### src/rtl/cache_set_assoc_if.sv
// Request/response bundle between the cache controller and one cache_set_assoc set.
// Carries the request handshake, the registered response, the FLUSH pulse, statistics and FSM debug.
interface cache_set_assoc_if #(
  parameter int TAG_WIDTH      = 20,
  parameter int WORD_SEL_WIDTH = 3
);
  // Handshake: a request transfers on any rising edge where req_valid and req_ready are both high.
  // The set answers with a one-cycle rsp_valid strobe and has no response back-pressure.
  logic                      req_valid;
  logic                      req_ready;
  logic [2:0]                req_op;
  logic [TAG_WIDTH-1:0]      req_tag;
  logic [WORD_SEL_WIDTH-1:0] req_word;
  logic [31:0]               req_data;

  logic                      rsp_valid;
  logic                      rsp_hit;
  logic [31:0]               rsp_data;
  logic                      rsp_victim_valid;
  logic                      rsp_victim_dirty;
  logic [TAG_WIDTH-1:0]      rsp_victim_tag;
  logic                      flush_done;

  logic [31:0]               stat_hits;
  logic [31:0]               stat_misses;
  logic                      dbg_state;

  modport master (
    output req_valid, req_op, req_tag, req_word, req_data,
    input  req_ready, rsp_valid, rsp_hit, rsp_data, rsp_victim_valid, rsp_victim_dirty,
    input  rsp_victim_tag, flush_done, stat_hits, stat_misses, dbg_state
  );

  modport slave (
    input  req_valid, req_op, req_tag, req_word, req_data,
    output req_ready, rsp_valid, rsp_hit, rsp_data, rsp_victim_valid, rsp_victim_dirty,
    output rsp_victim_tag, flush_done, stat_hits, stat_misses, dbg_state
  );
endinterface

### src/rtl/cache_set_assoc.sv
// N-way set-associative cache set with LRU/FIFO/LFU replacement and a multi-cycle FLUSH walk.
// Optional READ/WRITE hit/miss counters are built when CACHE_SET_STATS_EN is defined.
module cache_set_assoc #(
  parameter int TAG_WIDTH      = 20,
  parameter int WORD_SEL_WIDTH = 3,
  parameter int WAYS           = 4,
  parameter int POLICY         = 0,
  parameter int LFU_WIDTH      = 8
) (
  input logic              clk,
  input logic              reset,
  cache_set_assoc_if.slave bus
);
  localparam int WORDS = 1 << WORD_SEL_WIDTH;
  localparam int WAY_W = $clog2(WAYS);
  localparam logic [LFU_WIDTH-1:0] LFU_MAX  = '1;
  localparam logic [LFU_WIDTH-1:0] LFU_ONE  = LFU_WIDTH'(1);
  localparam logic [WAY_W-1:0]     LAST_WAY = WAY_W'(WAYS - 1);

  localparam logic [2:0] OP_READ  = 3'b000;
  localparam logic [2:0] OP_WRITE = 3'b001;
  localparam logic [2:0] OP_ALLOC = 3'b010;
  localparam logic [2:0] OP_FILL  = 3'b011;
  localparam logic [2:0] OP_INVAL = 3'b100;
  localparam logic [2:0] OP_FLUSH = 3'b101;

  typedef enum logic {S_IDLE, S_FLUSH} state_e;

  state_e               state_q, state_d;
  logic [WAY_W-1:0]     flush_idx_q, flush_idx_d;

  logic [WAYS-1:0]      valid_q, valid_d;
  logic [WAYS-1:0]      dirty_q, dirty_d;
  logic [TAG_WIDTH-1:0] tag_q [WAYS];
  logic [TAG_WIDTH-1:0] tag_d [WAYS];
  logic [31:0]          data_q [WAYS][WORDS];

  logic [WAY_W-1:0]     rank_q [WAYS];
  logic [WAY_W-1:0]     rank_d [WAYS];
  logic [WAY_W-1:0]     fifo_ptr_q, fifo_ptr_d;
  logic [LFU_WIDTH-1:0] lfu_q [WAYS];
  logic [LFU_WIDTH-1:0] lfu_d [WAYS];

  logic                 rsp_valid_q, rsp_valid_d;
  logic                 rsp_hit_q, rsp_hit_d;
  logic [31:0]          rsp_data_q, rsp_data_d;
  logic                 rsp_vv_q, rsp_vv_d;
  logic                 rsp_vd_q, rsp_vd_d;
  logic [TAG_WIDTH-1:0] rsp_vtag_q, rsp_vtag_d;
  logic                 flush_done_q, flush_done_d;

  logic                 accept;
  logic [WAYS-1:0]      hit_vec;
  logic                 hit;
  logic [WAY_W-1:0]     hit_way;
  logic                 has_inv;
  logic [WAY_W-1:0]     inv_way;
  logic [WAY_W-1:0]     lru_victim;
  logic [WAY_W-1:0]     lfu_victim;
  logic [LFU_WIDTH-1:0] lfu_min;
  logic [WAY_W-1:0]     policy_victim;
  logic [WAY_W-1:0]     alloc_way;

  logic                 data_we;
  logic                 touch_en;
  logic                 insert_en;
  logic [WAY_W-1:0]     upd_way;
  logic                 fifo_adv;

  assign accept  = bus.req_valid && (state_q == S_IDLE);
  assign hit     = |hit_vec;
  assign has_inv = ~&valid_q;

  always_comb begin
    hit_vec = '0;
    hit_way = '0;
    inv_way = '0;
    for (int w = 0; w < WAYS; w++) begin
      hit_vec[w] = valid_q[w] && (tag_q[w] == bus.req_tag);
      if (hit_vec[w]) hit_way = WAY_W'(w);
    end
    // Walk downwards so the lowest-index invalid way wins.
    for (int w = WAYS - 1; w >= 0; w--) begin
      if (!valid_q[w]) inv_way = WAY_W'(w);
    end
  end

  always_comb begin
    lru_victim = '0;
    lfu_victim = '0;
    lfu_min    = lfu_q[0];
    for (int w = 0; w < WAYS; w++) begin
      if (rank_q[w] == LAST_WAY) lru_victim = WAY_W'(w);
    end
    for (int w = 1; w < WAYS; w++) begin
      if (lfu_q[w] < lfu_min) begin
        lfu_min    = lfu_q[w];
        lfu_victim = WAY_W'(w);
      end
    end
    case (POLICY)
      1:       policy_victim = fifo_ptr_q;
      2:       policy_victim = lfu_victim;
      default: policy_victim = lru_victim;
    endcase
    if (hit)          alloc_way = hit_way;
    else if (has_inv) alloc_way = inv_way;
    else              alloc_way = policy_victim;
  end

  always_comb begin
    state_d      = state_q;
    flush_idx_d  = flush_idx_q;
    valid_d      = valid_q;
    dirty_d      = dirty_q;
    tag_d        = tag_q;
    rsp_valid_d  = 1'b0;
    rsp_hit_d    = rsp_hit_q;
    rsp_data_d   = rsp_data_q;
    rsp_vv_d     = rsp_vv_q;
    rsp_vd_d     = rsp_vd_q;
    rsp_vtag_d   = rsp_vtag_q;
    flush_done_d = 1'b0;
    data_we      = 1'b0;
    touch_en     = 1'b0;
    insert_en    = 1'b0;
    upd_way      = hit_way;
    fifo_adv     = 1'b0;

    case (state_q)
      S_IDLE: begin
        if (accept && bus.req_op == OP_FLUSH) begin
          state_d     = S_FLUSH;
          flush_idx_d = '0;
        end else if (accept) begin
          rsp_valid_d = 1'b1;
          rsp_hit_d   = hit;
          rsp_data_d  = '0;
          rsp_vv_d    = 1'b0;
          rsp_vd_d    = 1'b0;
          rsp_vtag_d  = '0;
          case (bus.req_op)
            OP_READ: begin
              if (hit) begin
                rsp_data_d = data_q[hit_way][bus.req_word];
                touch_en   = 1'b1;
              end
            end
            OP_WRITE: begin
              if (hit) begin
                data_we          = 1'b1;
                dirty_d[hit_way] = 1'b1;
                touch_en         = 1'b1;
              end
            end
            OP_FILL: begin
              data_we = hit;
            end
            OP_ALLOC: begin
              insert_en          = 1'b1;
              upd_way            = alloc_way;
              valid_d[alloc_way] = 1'b1;
              dirty_d[alloc_way] = 1'b0;
              tag_d[alloc_way]   = bus.req_tag;
              if (!hit) begin
                rsp_vv_d   = valid_q[alloc_way];
                rsp_vd_d   = valid_q[alloc_way] && dirty_q[alloc_way];
                rsp_vtag_d = valid_q[alloc_way] ? tag_q[alloc_way] : '0;
                fifo_adv   = !has_inv;
              end
            end
            OP_INVAL: begin
              if (hit) begin
                valid_d[hit_way] = 1'b0;
                dirty_d[hit_way] = 1'b0;
                rsp_vv_d         = 1'b1;
                rsp_vd_d         = dirty_q[hit_way];
                rsp_vtag_d       = tag_q[hit_way];
              end
            end
            default: ;
          endcase
        end
      end
      S_FLUSH: begin
        if (valid_q[flush_idx_q] && dirty_q[flush_idx_q]) begin
          rsp_valid_d          = 1'b1;
          rsp_hit_d            = 1'b0;
          rsp_data_d           = '0;
          rsp_vv_d             = 1'b1;
          rsp_vd_d             = 1'b1;
          rsp_vtag_d           = tag_q[flush_idx_q];
          dirty_d[flush_idx_q] = 1'b0;
        end
        if (flush_idx_q == LAST_WAY) begin
          state_d      = S_IDLE;
          flush_done_d = 1'b1;
        end else begin
          flush_idx_d = flush_idx_q + 1'b1;
        end
      end
      default: state_d = S_IDLE;
    endcase
  end

  // Only the state of the selected policy is updated; the others stay at reset and drop out.
  always_comb begin
    rank_d     = rank_q;
    fifo_ptr_d = fifo_ptr_q;
    lfu_d      = lfu_q;
    if (POLICY == 0 && (touch_en || insert_en)) begin
      for (int w = 0; w < WAYS; w++) begin
        if (rank_q[w] < rank_q[upd_way]) rank_d[w] = rank_q[w] + 1'b1;
      end
      rank_d[upd_way] = '0;
    end
    if (POLICY == 1 && fifo_adv) begin
      fifo_ptr_d = fifo_ptr_q + 1'b1;
    end
    if (POLICY == 2) begin
      if (insert_en) begin
        lfu_d[upd_way] = LFU_ONE;
      end else if (touch_en) begin
        if (lfu_q[upd_way] == LFU_MAX) begin
          for (int w = 0; w < WAYS; w++) lfu_d[w] = lfu_q[w] >> 1;
          lfu_d[upd_way] = (LFU_MAX >> 1) + LFU_ONE;
        end else begin
          lfu_d[upd_way] = lfu_q[upd_way] + LFU_ONE;
        end
      end
    end
  end

  always_ff @(posedge clk or negedge reset) begin
    if (!reset) begin
      state_q      <= S_IDLE;
      flush_idx_q  <= '0;
      valid_q      <= '0;
      dirty_q      <= '0;
      fifo_ptr_q   <= '0;
      rsp_valid_q  <= 1'b0;
      rsp_hit_q    <= 1'b0;
      rsp_data_q   <= '0;
      rsp_vv_q     <= 1'b0;
      rsp_vd_q     <= 1'b0;
      rsp_vtag_q   <= '0;
      flush_done_q <= 1'b0;
      for (int w = 0; w < WAYS; w++) begin
        tag_q[w]  <= '0;
        rank_q[w] <= WAY_W'(w);
        lfu_q[w]  <= '0;
      end
    end else begin
      state_q      <= state_d;
      flush_idx_q  <= flush_idx_d;
      valid_q      <= valid_d;
      dirty_q      <= dirty_d;
      tag_q        <= tag_d;
      rank_q       <= rank_d;
      fifo_ptr_q   <= fifo_ptr_d;
      lfu_q        <= lfu_d;
      rsp_valid_q  <= rsp_valid_d;
      rsp_hit_q    <= rsp_hit_d;
      rsp_data_q   <= rsp_data_d;
      rsp_vv_q     <= rsp_vv_d;
      rsp_vd_q     <= rsp_vd_d;
      rsp_vtag_q   <= rsp_vtag_d;
      flush_done_q <= flush_done_d;
    end
  end

  // Line storage carries no reset; a line is only meaningful while its valid bit is set.
  always_ff @(posedge clk) begin
    if (data_we) data_q[hit_way][bus.req_word] <= bus.req_data;
  end

`ifdef CACHE_SET_STATS_EN
  logic [31:0] stat_hits_q, stat_misses_q;
  logic        stat_req;

  assign stat_req = accept && (bus.req_op == OP_READ || bus.req_op == OP_WRITE);

  always_ff @(posedge clk or negedge reset) begin
    if (!reset) begin
      stat_hits_q   <= '0;
      stat_misses_q <= '0;
    end else if (stat_req) begin
      if (hit) stat_hits_q   <= stat_hits_q + 32'd1;
      else     stat_misses_q <= stat_misses_q + 32'd1;
    end
  end

  assign bus.stat_hits   = stat_hits_q;
  assign bus.stat_misses = stat_misses_q;
`else
  assign bus.stat_hits   = '0;
  assign bus.stat_misses = '0;
`endif

  assign bus.req_ready        = (state_q == S_IDLE);
  assign bus.dbg_state        = (state_q == S_FLUSH);
  assign bus.rsp_valid        = rsp_valid_q;
  assign bus.rsp_hit          = rsp_hit_q;
  assign bus.rsp_data         = rsp_data_q;
  assign bus.rsp_victim_valid = rsp_vv_q;
  assign bus.rsp_victim_dirty = rsp_vd_q;
  assign bus.rsp_victim_tag   = rsp_vtag_q;
  assign bus.flush_done       = flush_done_q;
endmodule
### src/flat_wrapper.sv
// flat-port wrapper written by rule: the top's interface ports become plain ports
module cache_set_assoc_flat 
#(
  parameter int TAG_WIDTH      = 20,
  parameter int WORD_SEL_WIDTH = 3,
  parameter int WAYS           = 4,
  parameter int POLICY         = 0,
  parameter int LFU_WIDTH      = 8
)
  (clk, reset, bus_req_valid, bus_req_op, bus_req_tag, bus_req_word, bus_req_data, bus_req_ready, bus_rsp_valid, bus_rsp_hit, bus_rsp_data, bus_rsp_victim_valid, bus_rsp_victim_dirty, bus_rsp_victim_tag, bus_flush_done, bus_stat_hits, bus_stat_misses, bus_dbg_state);
  cache_set_assoc_if #(.TAG_WIDTH(TAG_WIDTH), .WORD_SEL_WIDTH(WORD_SEL_WIDTH)) bus_i ();
  input logic clk;
  input logic reset;
  input wire logic [$bits(bus_i.req_valid)-1:0] bus_req_valid;
  input wire logic [$bits(bus_i.req_op)-1:0] bus_req_op;
  input wire logic [$bits(bus_i.req_tag)-1:0] bus_req_tag;
  input wire logic [$bits(bus_i.req_word)-1:0] bus_req_word;
  input wire logic [$bits(bus_i.req_data)-1:0] bus_req_data;
  output wire logic [$bits(bus_i.req_ready)-1:0] bus_req_ready;
  output wire logic [$bits(bus_i.rsp_valid)-1:0] bus_rsp_valid;
  output wire logic [$bits(bus_i.rsp_hit)-1:0] bus_rsp_hit;
  output wire logic [$bits(bus_i.rsp_data)-1:0] bus_rsp_data;
  output wire logic [$bits(bus_i.rsp_victim_valid)-1:0] bus_rsp_victim_valid;
  output wire logic [$bits(bus_i.rsp_victim_dirty)-1:0] bus_rsp_victim_dirty;
  output wire logic [$bits(bus_i.rsp_victim_tag)-1:0] bus_rsp_victim_tag;
  output wire logic [$bits(bus_i.flush_done)-1:0] bus_flush_done;
  output wire logic [$bits(bus_i.stat_hits)-1:0] bus_stat_hits;
  output wire logic [$bits(bus_i.stat_misses)-1:0] bus_stat_misses;
  output wire logic [$bits(bus_i.dbg_state)-1:0] bus_dbg_state;
  assign bus_i.req_valid = bus_req_valid;
  assign bus_i.req_op = bus_req_op;
  assign bus_i.req_tag = bus_req_tag;
  assign bus_i.req_word = bus_req_word;
  assign bus_i.req_data = bus_req_data;
  assign bus_req_ready = bus_i.req_ready;
  assign bus_rsp_valid = bus_i.rsp_valid;
  assign bus_rsp_hit = bus_i.rsp_hit;
  assign bus_rsp_data = bus_i.rsp_data;
  assign bus_rsp_victim_valid = bus_i.rsp_victim_valid;
  assign bus_rsp_victim_dirty = bus_i.rsp_victim_dirty;
  assign bus_rsp_victim_tag = bus_i.rsp_victim_tag;
  assign bus_flush_done = bus_i.flush_done;
  assign bus_stat_hits = bus_i.stat_hits;
  assign bus_stat_misses = bus_i.stat_misses;
  assign bus_dbg_state = bus_i.dbg_state;
  cache_set_assoc #(.TAG_WIDTH(TAG_WIDTH), .WORD_SEL_WIDTH(WORD_SEL_WIDTH), .WAYS(WAYS), .POLICY(POLICY), .LFU_WIDTH(LFU_WIDTH)) u_core (.clk(clk), .reset(reset), .bus(bus_i));
endmodule
### config.mk
export PLATFORM = sky130hd
export DESIGN_NAME = cache_set_assoc_flat
export DESIGN_NICKNAME = d
export VERILOG_FILES = /design/src/rtl/cache_set_assoc_if.sv /design/src/rtl/cache_set_assoc.sv /design/src/flat_wrapper.sv
export SDC_FILE = /design/constraint.sdc
export NUM_CORES = 2
export LEC_CHECK = 0
export ABC_AREA = 1
export ABC_CLOCK_PERIOD_IN_PS = 3400
export CAP_MARGIN = 20
export CORE_MARGIN = 4
export CORE_UTILIZATION = 45
export DETAILED_ROUTE_END_ITERATION = 6
export DONT_BUFFER_PORTS = 1
export GPL_TIMING_DRIVEN = 0
export PLACE_DENSITY_LB_ADDON = 0.3
export RECOVER_POWER = 50
export SLEW_MARGIN = 20
export SYNTH_ARGS = -nofsm -noshare
export SYNTH_HDL_FRONTEND = slang
export SYNTH_SLANG_ARGS = --single-unit
export TNS_END_PERCENT = 50
### constraint.sdc
create_clock -name clk -period 3.4 [get_ports clk]
set_input_delay 0.68 -clock clk [delete_from_list [all_inputs] [get_ports clk]]
set_output_delay 0.68 -clock clk [all_outputs]
set_load 0.005 [all_outputs]
Word level (Yosys, flattened, before mapping)
Memories as Yosys holds them, arrays and structs flattened.
Index checks and enable logic that the tools add are counted.
W data, S select, Z words.
{"block": "totals", "ff_bits": 156, "ram_bits": 1024, "output_inout_bits": 123, "word_cells": 236, "memories": 1}
{"block": "op_classes", "n_addsub": 5, "order_cmp": 18, "eq_ne": 22, "muxes": 128, "n_bitwise": 18, "n_reduce_logical": 25}
{"name": "u_core.data_q", "depth": 4, "word_bits": 256, "read_ports": 1, "rd_ports_with_merged_regs": 0, "write_ports": 1, "line_no": "cache_set_assoc.sv:36", "rtl": "logic [31:0] data_q [WAYS][WORDS];"}
{"op": "$mux W20", "count": 13}
{"op": "$mux W256", "count": 1}
{"op": "$mux W32", "count": 8}
{"op": "$bmux W20 S2", "count": 3}
{"op": "$bmux W32 S3", "count": 1}
{"op": "$demux W32 S3", "count": 1}
{"op": "$bwmux W80", "count": 1}
{"op": "$eq A20 B20 Y1", "count": 4}
{"op": "$pmux W20 S2", "count": 2}
{"op": "$pmux W32 S2", "count": 1}
{"op": "$mux W2", "count": 27}
{"op": "$mux W1", "count": 41}
{"op": "$demux W20 S2", "count": 1}
{"op": "$mux W4", "count": 6}
{"op": "$and A4 B4 Y4", "count": 4}
{"op": "$pmux W1 S2", "count": 8}
{"op": "$pmux W4 S2", "count": 2}
{"op": "$logic_and A1 B1 Y1", "count": 14}
{"op": "$ge A3 B3 Y1 const B", "count": 4}
{"op": "$not A2 Y3", "count": 4}
{"op": "$not A4 Y4", "count": 3}
{"op": "$pmux W4 S3", "count": 1}
{"op": "$add A2 B1 Y2 const B", "count": 5}
{"op": "$bmux W1 S2", "count": 5}
{"op": "other kinds (33)", "count": 56}

Logic depth before layout (Yosys ltp)
{"block": "logic_depth", "depth_word": 18, "depth_mapped": 21}

Worst setup path before layout
No wires, ideal clock.
{"block": "synth_timing", "path_type": "input to register", "startpoint": "input port bus_req_tag[13]", "endpoint": "memory u_core.data_q[0][0] in the netlist's numbering, enable pin", "setup_time_ns": 0.421, "t_arrival_ns": 3.516, "path_slack_ns": -0.537, "cell_stages": 14, "n_path_buf": 1, "cell_sequence": "buf_2 inv_2 nand2_1 and2_0 nand3_1 nor2_2 nand3_4 nand2_2 nor2_4 nor2_1 nand3_1 nor2_1 nand2_1 nor2_1"}
{"block": "synth_via", "elab_chain_cells": 10}
{"item": "start: declaration", "line_no": "flat_wrapper.sv:16", "rtl": "input wire logic [$bits(bus_i.req_tag)-1:0] bus_req_tag;"}
{"item": "$eq A20 B20 Y1", "line_no": "cache_set_assoc.sv:79", "rtl": "hit_vec[w] = valid_q[w] && (tag_q[w] == bus.req_tag);"}
{"item": "$logic_and A1 B1 Y1", "line_no": "cache_set_assoc.sv:79"}
{"item": "$reduce_or A4 Y1", "line_no": "cache_set_assoc.sv:71", "rtl": "assign hit = |hit_vec;"}
{"item": "$mux W1", "line_no": "cache_set_assoc.sv:150", "rtl": "if (hit) begin"}
{"item": "$pmux W1 S2", "line_no": "cache_set_assoc.sv:142", "rtl": "case (bus.req_op)"}
{"item": "$mux W1", "line_no": "cache_set_assoc.sv:135", "rtl": "end else if (accept) begin"}
{"item": "$mux W1", "line_no": "cache_set_assoc.sv:132", "rtl": "if (accept && bus.req_op == OP_FLUSH) begin"}
{"item": "$mux W1", "line_no": "cache_set_assoc.sv:130", "rtl": "case (state_q)"}
{"item": "$mux W1", "line_no": "cache_set_assoc.sv:274", "rtl": "if (data_we) data_q[hit_way][bus.req_word] <= bus.req_data;"}
{"item": "$mux W256 (implied by the code)", "line_no": "cache_set_assoc.sv:274"}
{"item": "end: declaration", "line_no": "cache_set_assoc.sv:36"}
Parallel ways exist; a longest one is shown, timed or not.

Worst setup path in the final report
{"block": "layout_timing", "startpoint": "register u_core.tag_q[2] in the netlist's numbering", "endpoint": "register u_core.rsp_data_q[8] (netlist: u_core.bus.rsp_data[8])"}
{"block": "layout_via", "elab_chain_cells": 12}
{"item": "start: declaration", "line_no": "cache_set_assoc.sv:34", "rtl": "logic [TAG_WIDTH-1:0] tag_q [WAYS];"}
{"item": "start signal: assignment", "line_no": "cache_set_assoc.sv:258", "rtl": "tag_q <= tag_d;"}
{"item": "$eq A20 B20 Y1 (*)", "line_no": "cache_set_assoc.sv:79"}
{"item": "$logic_and A1 B1 Y1 (*)", "line_no": "cache_set_assoc.sv:79"}
{"item": "$mux W2", "line_no": "cache_set_assoc.sv:80", "rtl": "if (hit_vec[w]) hit_way = WAY_W'(w);"}
{"item": "$mem_v2 Z4 W256"}
{"item": "$bmux W32 S3", "line_no": "cache_set_assoc.sv:145", "rtl": "rsp_data_d = data_q[hit_way][bus.req_word];"}
{"item": "$mux W32 (implied by the code) (2 in series)", "line_no": "cache_set_assoc.sv:145"}
{"item": "$mux W32 (*)", "line_no": "cache_set_assoc.sv:144", "rtl": "if (hit) begin"}
{"item": "$mux W32 (*)", "line_no": "cache_set_assoc.sv:142"}
{"item": "$mux W32 (*)", "line_no": "cache_set_assoc.sv:135"}
{"item": "$mux W32 (*)", "line_no": "cache_set_assoc.sv:132"}
{"item": "$pmux W32 S2 (*)", "line_no": "cache_set_assoc.sv:130"}
{"item": "end signal: assignment", "line_no": "cache_set_assoc.sv:264", "rtl": "rsp_data_q <= rsp_data_d;"}
{"item": "end: declaration", "line_no": "cache_set_assoc.sv:46", "rtl": "logic [31:0] rsp_data_q, rsp_data_d;"}
Mark *: on every way between the ends. The rest lies on a longest branch, timed or not. The select of a mux whose other input is x is not followed.
A chain may end at the register's enable or synchronous reset.

==> results.sh <==
export IMPL_outcome="complete, but fails checks"
export IMPL_violations="design-rule violations, negative hold slack, negative setup slack"
export IMPL_finalWirelength_um=207700
export IMPL_synth_seq_area_share_pct=68.14
export IMPL_p_seq_share_pct=47.9
export IMPL_drive_above_1_share_pct=15.10
export IMPL_clkLatencyLatePin_ps=740
export IMPL_p_sw_share_pct=29.58
export IMPL_layout_nets=4893
export IMPL_synth_compound_area_share_pct=11.51
export IMPL_synth_ff_type="edfxtp_1"
export IMPL_met3WireLength_um=27360
export IMPL_ir_drop_mv=0.5570
export IMPL_drt_first_iter_violations=6138
export IMPL_synth_area_top_cells="edfxtp_1 (60%), dfrtp_1 (7.5%), nand2_1 (5.7%), o21ai_0 (4.6%), nand3_1 (4.2%)"
export IMPL_hold_ws_ps=-356.9
export IMPL_grt_pass1_vias=37688
export IMPL_setup_viol=2
export IMPL_overflow=0
export IMPL_grtUsageTotal_pct=34.35
export IMPL_dieArea_um2=118500
export IMPL_routed_wl_met2_um=93200
export IMPL_rsz0062_at_grt="yes"
export IMPL_p_switching_mw=10.57
export IMPL_post_dp_hpwl_um=141700
export IMPL_synth_xor_area_share_pct=0.1033
export IMPL_period_minus_slack_ps=3417
export IMPL_startpoint_type="register"
export IMPL_power_leakage_nw=20.56
export IMPL_cts_buffers=120
export IMPL_numPortBuffers=0
export IMPL_cts_sinks=1180
export IMPL_hold_class="input port to async pin"
export IMPL_dieHeight_um=344.2
export IMPL_viasPerCell=6.251
export IMPL_post_route_util_pct=53.48
export IMPL_die_x_um=344.2
export IMPL_synth_cells=4513
export IMPL_antenna_found_initial=8
export IMPL_yosys_warnings=0
export IMPL_synthArstFlopShare_pct=13.22
export IMPL_muxShareOfSynthArea_pct=0
export IMPL_critPathKind="register to register"
export IMPL_num_rows=123
export IMPL_areaGrowthSynthToFinish_pct=18.12
export IMPL_post_synth_top_count_cell="edfxtp_1"
export IMPL_final_seq_area_um2=34670
export IMPL_num_io_pins=184
export IMPL_synth_top_family_by_area="simple AND/OR/NAND/NOR gates"
export IMPL_required_ps=4050
export IMPL_finClkSkew_ps=70.82
export IMPL_start_util_pct=45.27
export IMPL_drc=1
export IMPL_ant_nets=0
export IMPL_setup_slack_ps=-16.78
export IMPL_core_um2=112300
export IMPL_yosysTopAreaCell="edfxtp_1"
export IMPL_worstMarginPinSlew_ps=1256
export IMPL_power_density_nw_per_um2=594.7
export IMPL_cts_clk_slew_worst_paths_ps=80
export IMPL_endpoint_kind="register"
export IMPL_htreeDepth=3
export IMPL_grt_pass1_wl_um=285400
export IMPL_slew_viol_final=0
export IMPL_synth_seq_cells=1180
export IMPL_fmax_ghz=0.2927
export IMPL_wl_met1_um=70270
export IMPL_highest_layer="met5"
export IMPL_place_inst=6144
export IMPL_cts_root_buffer="clkbuf_16"
export IMPL_wl_per_cell_um=32.34
export IMPL_p_int_mw=25.16
export IMPL_period_share_pct=100.5
export IMPL_final_cells=6422
export IMPL_worstPathMaxFanout=10
export IMPL_cts_tree="built"
export IMPL_syn_mean_instance_area_um2=11.27
export IMPL_place_congestion=1.028
export IMPL_finalHoldViolCount=156
export IMPL_synth_edf_count=1024
export IMPL_n_fill_cell=9488
export IMPL_ys_top_cells_by_count="edfxtp_1 (1024), nand2_1 (767), nor2_1 (513)"
export IMPL_dr_pass1_iters=7
export IMPL_vias=40147
export IMPL_slew_headroom_pct=16.25
export IMPL_ys_types=56
export IMPL_netlist_area_leader_share_pct=60.46
export IMPL_yosys_area_share_simple_pct=15.41
export IMPL_crit_arrival_ps=4060
export IMPL_multi_input_area_um2=14650
export IMPL_synth_area_um2=50860
export IMPL_synthAdderAreaFrac_pct=0.1722
export IMPL_cts_path_max_buffers=3
export IMPL_maxCapViolCount=0
export IMPL_pwr_share_clk_pct=36.6
export IMPL_grt_max_degree=157
export IMPL_combPwrFrac_pct=15.5
-- area by class of cell --
cell class / instances / share of cell area [%]
multi-input combinational: 2887 / 24.38
antenna: 1 / 0.004165
timing repair buffer: 128 / 4.122
sequential: 1180 / 57.70
clock inverter: 46 / 0.8622
inverter: 167 / 1.052
buffer: 341 / 3.276
tap: 1500 / 3.124
clock buffer: 172 / 5.475
-- layer usage --
layer | global-route usage [%] | up-vias
met5 | 0 | -
met4 | 22.25 | 8
met3 | 10.16 | 759
met2 | 53.53 | 3168
met1 | 41.80 | 19445
li1 | - | 16767
-- cell usage in the layout (no fill, tap or decap), types with 8 or more instances in the layout --
| master | instances |
|---|---|
| a211oi_1 | 48 |
| a21oi_1 | 87 |
| buf_12 | 45 |
| buf_16 | 48 |
| buf_2 | 70 |
| buf_4 | 119 |
| buf_6 | 17 |
| bufinv_16 | 8 |
| clkbuf_1 | 152 |
| clkbuf_16 | 121 |
| clkbuf_2 | 40 |
| clkbuf_4 | 13 |
| clkbuf_8 | 8 |
| clkinv_1 | 15 |
| clkinv_2 | 17 |
| conb_1 | 64 |
| dfrtp_1 | 145 |
| edfxtp_1 | 1024 |
| inv_1 | 132 |
| inv_2 | 30 |
| nand2_1 | 749 |
| nand2_2 | 19 |
| nand3_1 | 407 |
| nand3_2 | 18 |
| nand4_1 | 20 |
| nor2_1 | 465 |
| nor2_2 | 14 |
| nor2_4 | 43 |
| o2111ai_1 | 63 |
| o211ai_1 | 148 |
| o21ai_0 | 463 |
| o21ai_1 | 81 |
| o221ai_1 | 43 |
| o31ai_1 | 9 |
| or2_2 | 61 |
-- worst max-delay path: stages, from the launching register on --
cell and delay (ps):
dfrtp_2 470, or2_1 260, nand3_1 170, nor2_1 110
nand3_4 170, buf_12 170, buf_4 250, clkbuf_1 490
o21ai_0 310, a211oi_1 550, o21ai_1 180, o31ai_2 230
-- power groups by stage --
stage               clock, mW  combinational, mW  sequential, mW
floorplan                   0               3.31            17.1
global placement            0               5.19            17.4
detailed placement          0               5.24            17.4
CTS                      13.0               5.31            17.1
global route             13.6               6.00            17.2
finish                   13.1               5.54            17.1
-- stage by stage --
stage | area (um2) | power [mW] | TNS, ps | worst slack [ps] | hold WS [ps]
after global routing | 60080 | 36.81 | -107.6 | -29.79 | -375.5
after floorplan | 51180 | 20.37 | -58450 | -57.15 | 384.4
after global placement | 53050 | 22.56 | -2576480 | -2759 | 388.4
after detailed placement | 54950 | 22.61 | -1017690 | -1426 | 389.6
final | 60080 | 35.73 | -19.00 | -16.78 | -356.9
after CTS | 59840 | 35.39 | -6.497 | -6.311 | -376.6
-- sequential cells by signal (all words and copies together), names as in the netlist, 2 cells and up --
| signal | flops |
|---|---|
| u_core.data_q | 1024 |
| u_core.tag_q | 80 |
| u_core.bus.rsp_data | 32 |
| u_core.bus.rsp_victim_tag | 20 |
| u_core.rank_q | 8 |
| u_core.dirty_q | 4 |
| u_core.valid_q | 4 |
| u_core.flush_idx_q | 2 |
-- cells by family (layout without fill, tap and decap cells) --
| group | Yosys count | in the layout |
|---|---|---|
| and+or+nand+nor | 1839 | 1839 |
| xor gates and xnor gates | 6 | 6 |
| DFF | 1180 | 1180 |
| other | 1 | 65 |
| AOI/OAI and AO/OA | 971 | 971 |
| adders and majority gates | 7 | 7 |
| buffers and inverters | 509 | 854 |
-- what timing repair did --
item	4_1_cts	5_1_grt
setup buffers	58	2
pin swaps	37	11
gates resized for setup	117	101
endpoints found under the hold margin	156	156
setup endpoints to repair	1141	952
-- path summary, 6_finish.rpt --
path                                  start                 endpoint  slack [ps]  depth (start not counted)
max reg2reg                 u_core.tag_q[2]   u_core.bus.rsp_data[8]         -20                         11
max in group asynchronous             reset         u_core.rank_q[3]        3380                          0
min reg2reg                u_core.rank_q[1]         u_core.rank_q[1]         490                          2
min in group clk           bus_req_data[11]    u_core.data_q[3][139]          30                          0
max                         u_core.tag_q[2]   u_core.bus.rsp_data[8]         -20                         11
min                                   reset  u_core.bus.rsp_data[31]        -360                          0
Note: power is estimated with default switching activity, not from simulation.
